File: src/rtl/ser_capture.sv
// Serial-to-parallel frame capture: start bit (1), WIDTH data bits MSB-first, stop bit (0).
// The parallel word is held with a valid/ready handshake; overrun and framing errors are sticky.
module ser_capture #(
  parameter int WIDTH = 8
) (
  input  logic             clk,
  input  logic             rst,
  input  logic             D,
  input  logic             en,
  input  logic             ready,
  output logic [WIDTH-1:0] Q,
  output logic             valid,
  output logic             ovf,
  output logic             ferr
);

  localparam int CNT_W = $clog2(WIDTH + 1);
  localparam logic [CNT_W-1:0] LAST_BIT = CNT_W'(WIDTH - 1);

  typedef enum logic [1:0] {
    IDLE,
    SHIFT,
    STOP
  } state_t;

  state_t             state_q, state_d;
  logic [CNT_W-1:0]   cnt_q, cnt_d;
  logic [WIDTH-1:0]   sr_q, sr_d;
  logic [WIDTH-1:0]   q_q, q_d;
  logic               valid_q, valid_d;
  logic               ovf_q, ovf_d;
  logic               ferr_q, ferr_d;
  logic               frame_done;

  // NOTE: every signal gets its hold value first so no path leaves it unassigned (no latches).
  always_comb begin
    state_d    = state_q;
    cnt_d      = cnt_q;
    sr_d       = sr_q;
    q_d        = q_q;
    valid_d    = valid_q;
    ovf_d      = ovf_q;
    ferr_d     = ferr_q;
    frame_done = 1'b0;

    if (valid_q && ready) begin
      valid_d = 1'b0;
    end

    if (en) begin
      unique case (state_q)
        IDLE: begin
          if (D) begin
            state_d = SHIFT;
            cnt_d   = '0;
          end
        end
        SHIFT: begin
          sr_d  = {sr_q[WIDTH-2:0], D};
          cnt_d = cnt_q + CNT_W'(1);
          if (cnt_q == LAST_BIT) begin
            state_d = STOP;
          end
        end
        STOP: begin
          state_d = IDLE;
          if (D) begin
            ferr_d = 1'b1;
          end else begin
            frame_done = 1'b1;
          end
        end
        default: state_d = IDLE;
      endcase
    end

    // A completing frame overrides the plain consume above: a same-edge accept reloads Q.
    if (frame_done) begin
      if (!valid_q || ready) begin
        q_d     = sr_q;
        valid_d = 1'b1;
      end else begin
        ovf_d = 1'b1;
      end
    end
  end

  // NOTE: sequential state uses non-blocking assignments so all registers update together.
  always_ff @(posedge clk) begin
    if (rst) begin
      state_q <= IDLE;
      cnt_q   <= '0;
      sr_q    <= '0;
      q_q     <= '0;
      valid_q <= 1'b0;
      ovf_q   <= 1'b0;
      ferr_q  <= 1'b0;
    end else begin
      state_q <= state_d;
      cnt_q   <= cnt_d;
      sr_q    <= sr_d;
      q_q     <= q_d;
      valid_q <= valid_d;
      ovf_q   <= ovf_d;
      ferr_q  <= ferr_d;
    end
  end

  assign Q     = q_q;
  assign valid = valid_q;
  assign ovf   = ovf_q;
  assign ferr  = ferr_q;

endmodule

File: config.mk
export PLATFORM = sky130hd
export DESIGN_NAME = ser_capture
export DESIGN_NICKNAME = d
export VERILOG_FILES = /design/src/rtl/ser_capture.sv
export SDC_FILE = /design/constraint.sdc
export NUM_CORES = 1
export LEC_CHECK = 0
export ABC_CLOCK_PERIOD_IN_PS = 2070
export BUFFER_PORTS_ARGS = -buffer_cell sky130_fd_sc_hd__buf_2
export CAP_MARGIN = 15
export CORE_MARGIN = 3
export CORE_UTILIZATION = 54
export DETAILED_ROUTE_END_ITERATION = 12
export PLACE_DENSITY = 0.76
export SLEW_MARGIN = 20
export SYNTH_ARGS = -nofsm -noshare
export SYNTH_HDL_FRONTEND = slang
export SYNTH_SLANG_ARGS = --single-unit
File: constraint.sdc
create_clock -name clk -period 2.07 [get_ports clk]
set_clock_uncertainty 0.2 [all_clocks]
set_input_delay 0.207 -clock clk [delete_from_list [all_inputs] [get_ports clk]]
set_output_delay 0.207 -clock clk [all_outputs]
set_load 0.005 [all_outputs]
# After elaboration in Yosys (flattened, before gate mapping)
# Index checks and enable logic that the tools add are counted.
dict set report totals {
  elab_cells 36
  regBits 25
}
dict set report op_classes {
  muxes 11
  n_reduce_logical 11
  add_sub_neg 1
  n_eq_ne 5
  bitwise_logic 1
}
# operator count
set op_table {}
lappend op_table {{AND reduction 3 bit} 3}
lappend op_table {{one-hot mux 4 bit (2 select lines)} 1}
lappend op_table {{two-way mux 1 bit} 6}
lappend op_table {{AND reduction 2 bit} 3}
lappend op_table {{adder 4 x 1 -> 4 bit, second input constant} 1}
lappend op_table {{== test 4 x 3 -> 1 bit, second input constant} 1}
lappend op_table {{two-way mux 2 bit} 2}
lappend op_table {{two-way mux 4 bit} 1}
lappend op_table {{!= test 2 bit, second input constant} 2}
lappend op_table {{one-hot mux 2 bit (2 select lines)} 1}
lappend op_table {{== test 2 x 1 -> 1 bit, second input constant} 1}
lappend op_table {{== test 2 bit, second input constant} 1}
lappend op_table {{zero test 2 bit} 1}
lappend op_table {{nonzero test 2 bit} 1}
lappend op_table {{logical AND 1 bit} 1}
lappend op_table {{zero test 1 bit} 1}
lappend op_table {{logical OR 1 bit} 1}
lappend op_table {{NOT 1 bit} 1}

# Longest topological paths before layout
# Gate-level depths: netlist (run 1).
dict set report logic_depth {
  ltp_word 4
  depth_mapped 5
  ltp_nobuf 4
}

# Worst setup path after synthesis (run 1)
# No wires, ideal clock.
dict set report synth_path {
  kind {flip-flop to flip-flop}
  start {register cnt_q[0]}
  end {register cnt_q[2]}
  t_required_ps 1800
  setup_slack_ps 621
  n_path_buf 0
  path_stages_with_launch 5
  t_arrival_ps 1179
  path_cell_list {dfxtp_1 ha_1 inv_1 or4_1 a21oi_1}
}
dict set report synth_via {
  elab_chain_len 2
}
# item line_no
set synth_rtl {}
lappend synth_rtl {{start, declared} 27} ;# logic [CNT_W-1:0] cnt_q, cnt_d;
lappend synth_rtl {{start signal, assigned} 100} ;# cnt_q <= cnt_d;
lappend synth_rtl {{adder 4 x 1 -> 4 bit} 60} ;# cnt_d = cnt_q + CNT_W'(1);
lappend synth_rtl {{one-hot mux 4 bit (2 select lines)} 51} ;# unique case (state_q)
# Every way passes these cells.
# A chain may end at the register's enable or synchronous reset.

# Worst setup path after layout (run 1)
dict set report layout_path {
  start {input port D}
  end {register q_q[1] (netlist: Q[1])}
}
dict set report layout_via {
  elab_chain_len 4
}
# item line_no
set layout_rtl {}
lappend layout_rtl {{start, declared} 8} ;# input logic D,
lappend layout_rtl {{two-way mux 1 bit} 67} ;# if (D) begin
lappend layout_rtl {{two-way mux 1 bit} 51}
lappend layout_rtl {{two-way mux 1 bit} 50} ;# if (en) begin
lappend layout_rtl {{AND reduction 2 bit (no line)} --}
lappend layout_rtl {{end signal, assigned} 102} ;# q_q <= q_d;
lappend layout_rtl {{end, declared} 29} ;# logic [WIDTH-1:0] q_q, q_d;
# Every way passes these cells.

==> flow_metrics.env, run 1 <==
export IMPL_clock_sinks=25
export IMPL_path_max_fanout=9
export IMPL_ys_seq_elements=25
export IMPL_worstPathCellList="dlygate4sd3_1 > buf_2 > nor2_2 > and4b_1 > mux2i_1"
export IMPL_routed_wl_um=1890
export IMPL_die_height_um=50.3
export IMPL_yosysSeqAreaShare_pct=47.3
export IMPL_die_w_um=50.3
export IMPL_row_count=15
export IMPL_avgSynthCellArea_um2=9.04
export IMPL_nets=137
export IMPL_initialDrtViolationCount=26
export IMPL_worstSetupEndpointType="register"
export IMPL_fin_crit_ns=1.91
export IMPL_synth_nets=123
export IMPL_syn_area_um2=1060
export IMPL_startpoint="D"
export IMPL_viasPerCell=5.41
export IMPL_drc_errors=0
export IMPL_slew_viol_final=0
export IMPL_antenna_found_initial=0
export IMPL_swShare_pct=23.2
export IMPL_insertion_delay_ns=0.31
export IMPL_relSlewSlack_pct=67.6
export IMPL_core_um2=1780
export IMPL_required_ns=2.12
export IMPL_ios=16
export IMPL_tightest_slew_ns=0.485
export IMPL_rsz0062_at_grt="no"
export IMPL_root_buffer="clkbuf_4"
export IMPL_initial_core_util_pct=59.3
export IMPL_irDropWorstVdd_v=0.000370
export IMPL_hold_ws_ns=0.0295
export IMPL_place_area_um2=1130
export IMPL_synth_ff_type="dfxtp_1"
export IMPL_leakagePower_nw=0.419
export IMPL_vias=839
export IMPL_io_buffers=15
export IMPL_antenna_left=0
export IMPL_fin_area_um2=1170
export IMPL_first_pass_iters=4
export IMPL_fmax_mhz=525
export IMPL_antenna_cells=0
export IMPL_synth_edf_count=0
export IMPL_p_per_area_nw_per_um2=647
export IMPL_cp_start_kind="primary input"
export IMPL_hold_viol=0
export IMPL_dieArea_um2=2530
export IMPL_grt_max_degree=33
export IMPL_ys_warn_count=0
export IMPL_syn_to_final_growth_pct=10.3
export IMPL_clkTransAtPathRegs_ns=0.13
export IMPL_p_switching_mw=0.175
export IMPL_timing_setup_tns_ns=0
export IMPL_cts_buffers=3
export IMPL_grt_pass1_wl_um=3410
export IMPL_comb_power_share_pct=6.3
export IMPL_setup_viol=0
export IMPL_cpMaxStageDelayCell="and4b_1"
export IMPL_critPathArrivalTime_ns=1.96
export IMPL_layout_commonest_cell="dfxtp_1"
export IMPL_worstSetupPathType="in -> reg"
export IMPL_cts_tree="done"
export IMPL_grt_pass1_vias=762
export IMPL_final_cell_mix="25 x dfxtp_1, 17 x nand2_1, 17 x nand2b_1, 15 x buf_2, 13 x a21oi_1"
export IMPL_grt_ovfl_total=0
export IMPL_post_route_period_util_pct=92.1
export IMPL_synth_cell_types=28
export IMPL_post_cts_buffers=0
export IMPL_routabilityCongestion=0.810
export IMPL_holdCritStartpoint="ready"
export IMPL_intPower_mw=0.579
export IMPL_p_clk_share_pct=28.6
export IMPL_total_power_mw=0.754
export IMPL_synthCells=117
export IMPL_h_tree_depth=1
export IMPL_ctsLongestPathBuffers=2
export IMPL_wl_per_cell_um=12.2
export IMPL_fin_util_pct=65.4
export IMPL_track_usage_pct=17.4
export IMPL_cts_resized_gates=0
export IMPL_cap_viol_max_count=0
export IMPL_hold_path_class="in -> reg"
export IMPL_synthArstFlopShare_pct=0
export IMPL_drive_gt1_share_pct=16.2
export IMPL_outcome="finished clean"
export IMPL_slowest_delay_ns=0.56
export IMPL_dpl_hpwl_um=1330
export IMPL_seqPwrFrac_pct=65.1
export IMPL_r2r_start="state_q[0]"
## synth_stat cells (2+ instances only)
master	number	area share (%)
a21oi_1	13	6.2
o31ai_1	2	1.4
and4b_1	2	1.9
nand2b_1	17	10
nand2_1	17	6.0
a41oi_1	2	1.7
buf_2	3	1.4
dfxtp_1	25	47
or4_1	2	1.4
clkbuf_1	2	0.71
nor2_1	7	2.5
inv_1	2	0.71
mux2i_1	8	7.6
## power by group through the flow
stage / combinational, mW / sequential, mW / clock [mW]
after detailed placement: 0.0466 / 0.502 / 0
after CTS: 0.0476 / 0.491 / 0.223
final: 0.0474 / 0.491 / 0.216
after global routing: 0.0536 / 0.493 / 0.239
after global placement: 0.0449 / 0.501 / 0
after floorplan: 0.0355 / 0.500 / 0
## critical path, delay by kind of cell
kind	cells	cell delay (ns)
and+or+nand+nor	2	0.81
buffers and inverters	2	0.68
muxes	1	0.25
## through the flow
step           setup WS (ns)  instances
4_1_cts                0.178        155
6_report               0.164        155
5_1_grt               0.0863        155
3_3_place_gp           0.439        150
3_5_place_dp           0.356        150
2_1_floorplan          0.621        117
## layout make-up
class                   instances  area [um^2]
multi-input cells              83          515
fillers                       158          617
clock buffers                   4         26.3
well taps                      25         31.3
flip-flops and latches         25          500
inverters                       2         7.51
repair buffers                 16         85.1
## state kept, by name, indices dropped and copies added, names as in the netlist
register	cells
Q	8
sr_q	8
cnt_q	4
state_q	2
ferr	1
ovf	1
valid	1
## worst paths after layout
| kind | to | slack, ns | cells past startpoint |
|---|---|---|---|
| worst max-delay path | Q[1] | 0.16 | 5 |
| worst max register to register | Q[1] | 0.32 | 3 |
| worst min-delay path | valid | 0.03 | 4 |
| worst min register to register | sr_q[7] | 0.28 | 2 |
## cells by family (layout without fill, tap and decap cells)
| family | Yosys count | in the layout | synth area share (%) |
|---|---|---|---|
| flops | 25 | 25 | 47.3 |
| compound gates | 22 | 22 | 12.8 |
| fa+ha+maj | 1 | 1 | 1.18 |
| buf+inv | 9 | 22 | 3.91 |
| simple gates | 52 | 52 | 27.2 |
| mux | 8 | 8 | 7.57 |
## metal layers
metal  track usage, %  part of all wire [%]  vias to the layer above
met5                0                     0                        -
met4             7.37                   1.1                        0
met3             3.56                   5.5                        4
met2             25.4                    46                       20
met1             24.6                    48                      387
li1                 -                     -                      428
## what timing repair did
action | 4_1_cts | 5_1_grt
hold endpoints to repair | 1 | 0
hold buffers | 1 | 0
endpoints found under the setup margin | 0 | 0
Power figures use the tool's default switching activity.
==> run 2: changes to the inputs <==
Settings changed: CELL_PAD_IN_SITES_DETAIL_PLACEMENT set to 1, CELL_PAD_IN_SITES_GLOBAL_PLACEMENT set to 2, CORE_UTILIZATION 54 to 33, PLACE_DENSITY 0.76 to unset, PLACE_DENSITY_LB_ADDON set to 0.1.
==> flow_metrics.env, run 2 (synthesis results as in run 1) <==
export IMPL_slowest_delay_ns=0.57
export IMPL_die_height_um=62.6
export IMPL_post_route_period_util_pct=92.1
export IMPL_root_buffer="clkbuf_4"
export IMPL_core_um2=2900
export IMPL_initial_core_util_pct=36.5
export IMPL_vias=844
export IMPL_cp_top_family="simple AND/OR/NAND/NOR gates"
export IMPL_dieArea_um2=3920
export IMPL_worstPathCellList="dlygate4sd3_1 > buf_2 > nor2_2 > and4b_1 > mux2i_1"
export IMPL_hold_viol=0
export IMPL_worstSetupEndpointType="register"
export IMPL_clock_sinks=25
export IMPL_register_area_um2=500
export IMPL_fin_area_um2=1190
export IMPL_cpMaxStageDelayCell="and4b_1"
export IMPL_nets=137
export IMPL_row_count=19
export IMPL_stdcell_count=172
export IMPL_fin_util_pct=40.9
export IMPL_io_buffers=15
export IMPL_routed_wl_um=2260
export IMPL_irDropWorstVdd_v=0.000236
export IMPL_tightest_slew_ns=0.486
export IMPL_worstSetupPathType="in -> reg"
export IMPL_multi_input_area_um2=515
export IMPL_critPathArrivalTime_ns=1.96
export IMPL_total_power_mw=0.761
export IMPL_h_tree_depth=1
export IMPL_viasPerCell=4.91
export IMPL_placed_cells=167
export IMPL_insertion_delay_ns=0.31
export IMPL_grt_pass1_wl_um=4190
export IMPL_first_pass_iters=4
export IMPL_drc_errors=0
export IMPL_antenna_found_initial=0
export IMPL_grt_pass1_vias=883
export IMPL_cts_tree="done"
export IMPL_outcome="finished clean"
export IMPL_path_max_fanout=9
export IMPL_fin_crit_ns=1.91
export IMPL_fill_cells=368
export IMPL_antenna_left=0
export IMPL_slew_viol_final=0
export IMPL_final_cell_mix="25 x dfxtp_1, 17 x nand2_1, 17 x nand2b_1, 15 x buf_2, 13 x a21oi_1"
export IMPL_relSlewSlack_pct=67.5
export IMPL_layout_commonest_cell="dfxtp_1"
export IMPL_cp_start_kind="primary input"
export IMPL_fmax_mhz=524
export IMPL_drive_gt1_share_pct=16.2
export IMPL_antenna_cells=0
export IMPL_worst_slack_ns=0.163
export IMPL_die_w_um=62.6
export IMPL_ctsLongestPathBuffers=2
export IMPL_dpl_hpwl_um=1580
export IMPL_wl_per_cell_um=13.1
export IMPL_required_ns=2.12
export IMPL_syn_to_final_growth_pct=12.3
export IMPL_clkTransAtPathRegs_ns=0.14
export IMPL_initialDrtViolationCount=44
export IMPL_p_per_area_nw_per_um2=641
export IMPL_routabilityCongestion=0.730
export IMPL_dpl_worst_slack_ns=0.318
export IMPL_leakagePower_nw=0.419
export IMPL_ios=16
export IMPL_grt_ovfl_total=0
export IMPL_cts_buffers=3
export IMPL_track_usage_pct=13.0
export IMPL_hold_ws_ns=0.0542
export IMPL_setup_viol=0
export IMPL_post_cts_buffers=0
export IMPL_timing_setup_tns_ns=0
export IMPL_rsz0062_at_grt="no"
export IMPL_grt_max_degree=33
export IMPL_path_buf_inv=2
export IMPL_place_area_um2=1150
export IMPL_cap_viol_max_count=0
export IMPL_hold_path_class="in -> reg"
run 2: worst paths after layout:
check | cells past startpoint | slack (ns) | to | start
min | 4 | 0.05 | valid | ready
max reg2reg | 3 | 0.31 | Q[6] | state_q[0]
min reg2reg | 2 | 0.28 | Q[2] | Q[2]
max | 5 | 0.16 | Q[6] | D
run 2: worst min-delay path, cell delays in order:
cell,delay [ns]
buf_2,0.07
nor2b_1,0.06
a31oi_1,0.15
nor2_1,0.05
run 2: timing repair:
action                                  CTS  global route
endpoints found under the hold margin     1             0
gates resized for setup                   0             0
hold buffers                              1             0
endpoints found under the setup margin    0             0
run 2: routing by layer:
layer,wire [um],GRT usage (%)
met5,0,0
met4,17,4.96
met3,107,2.34
met2,938,19.3
met1,1200,18.6
run 2: where the power goes:
part | switching, mW | leakage (nW) | internal (mW)
Clock | 0.145 | 0.0150 | 0.0753
Sequential | 0.00539 | 0.202 | 0.486
Combinational | 0.0313 | 0.202 | 0.0184
run 2: layout make-up:
type | instances | share of cell area [%]
Clock buffer | 4 | 2.21
Inverter | 2 | 0.632
Multi-Input combinational cell | 83 | 43.4
Sequential cell | 25 | 42.1
Tap cell | 42 | 4.43
Timing Repair Buffer | 16 | 7.17
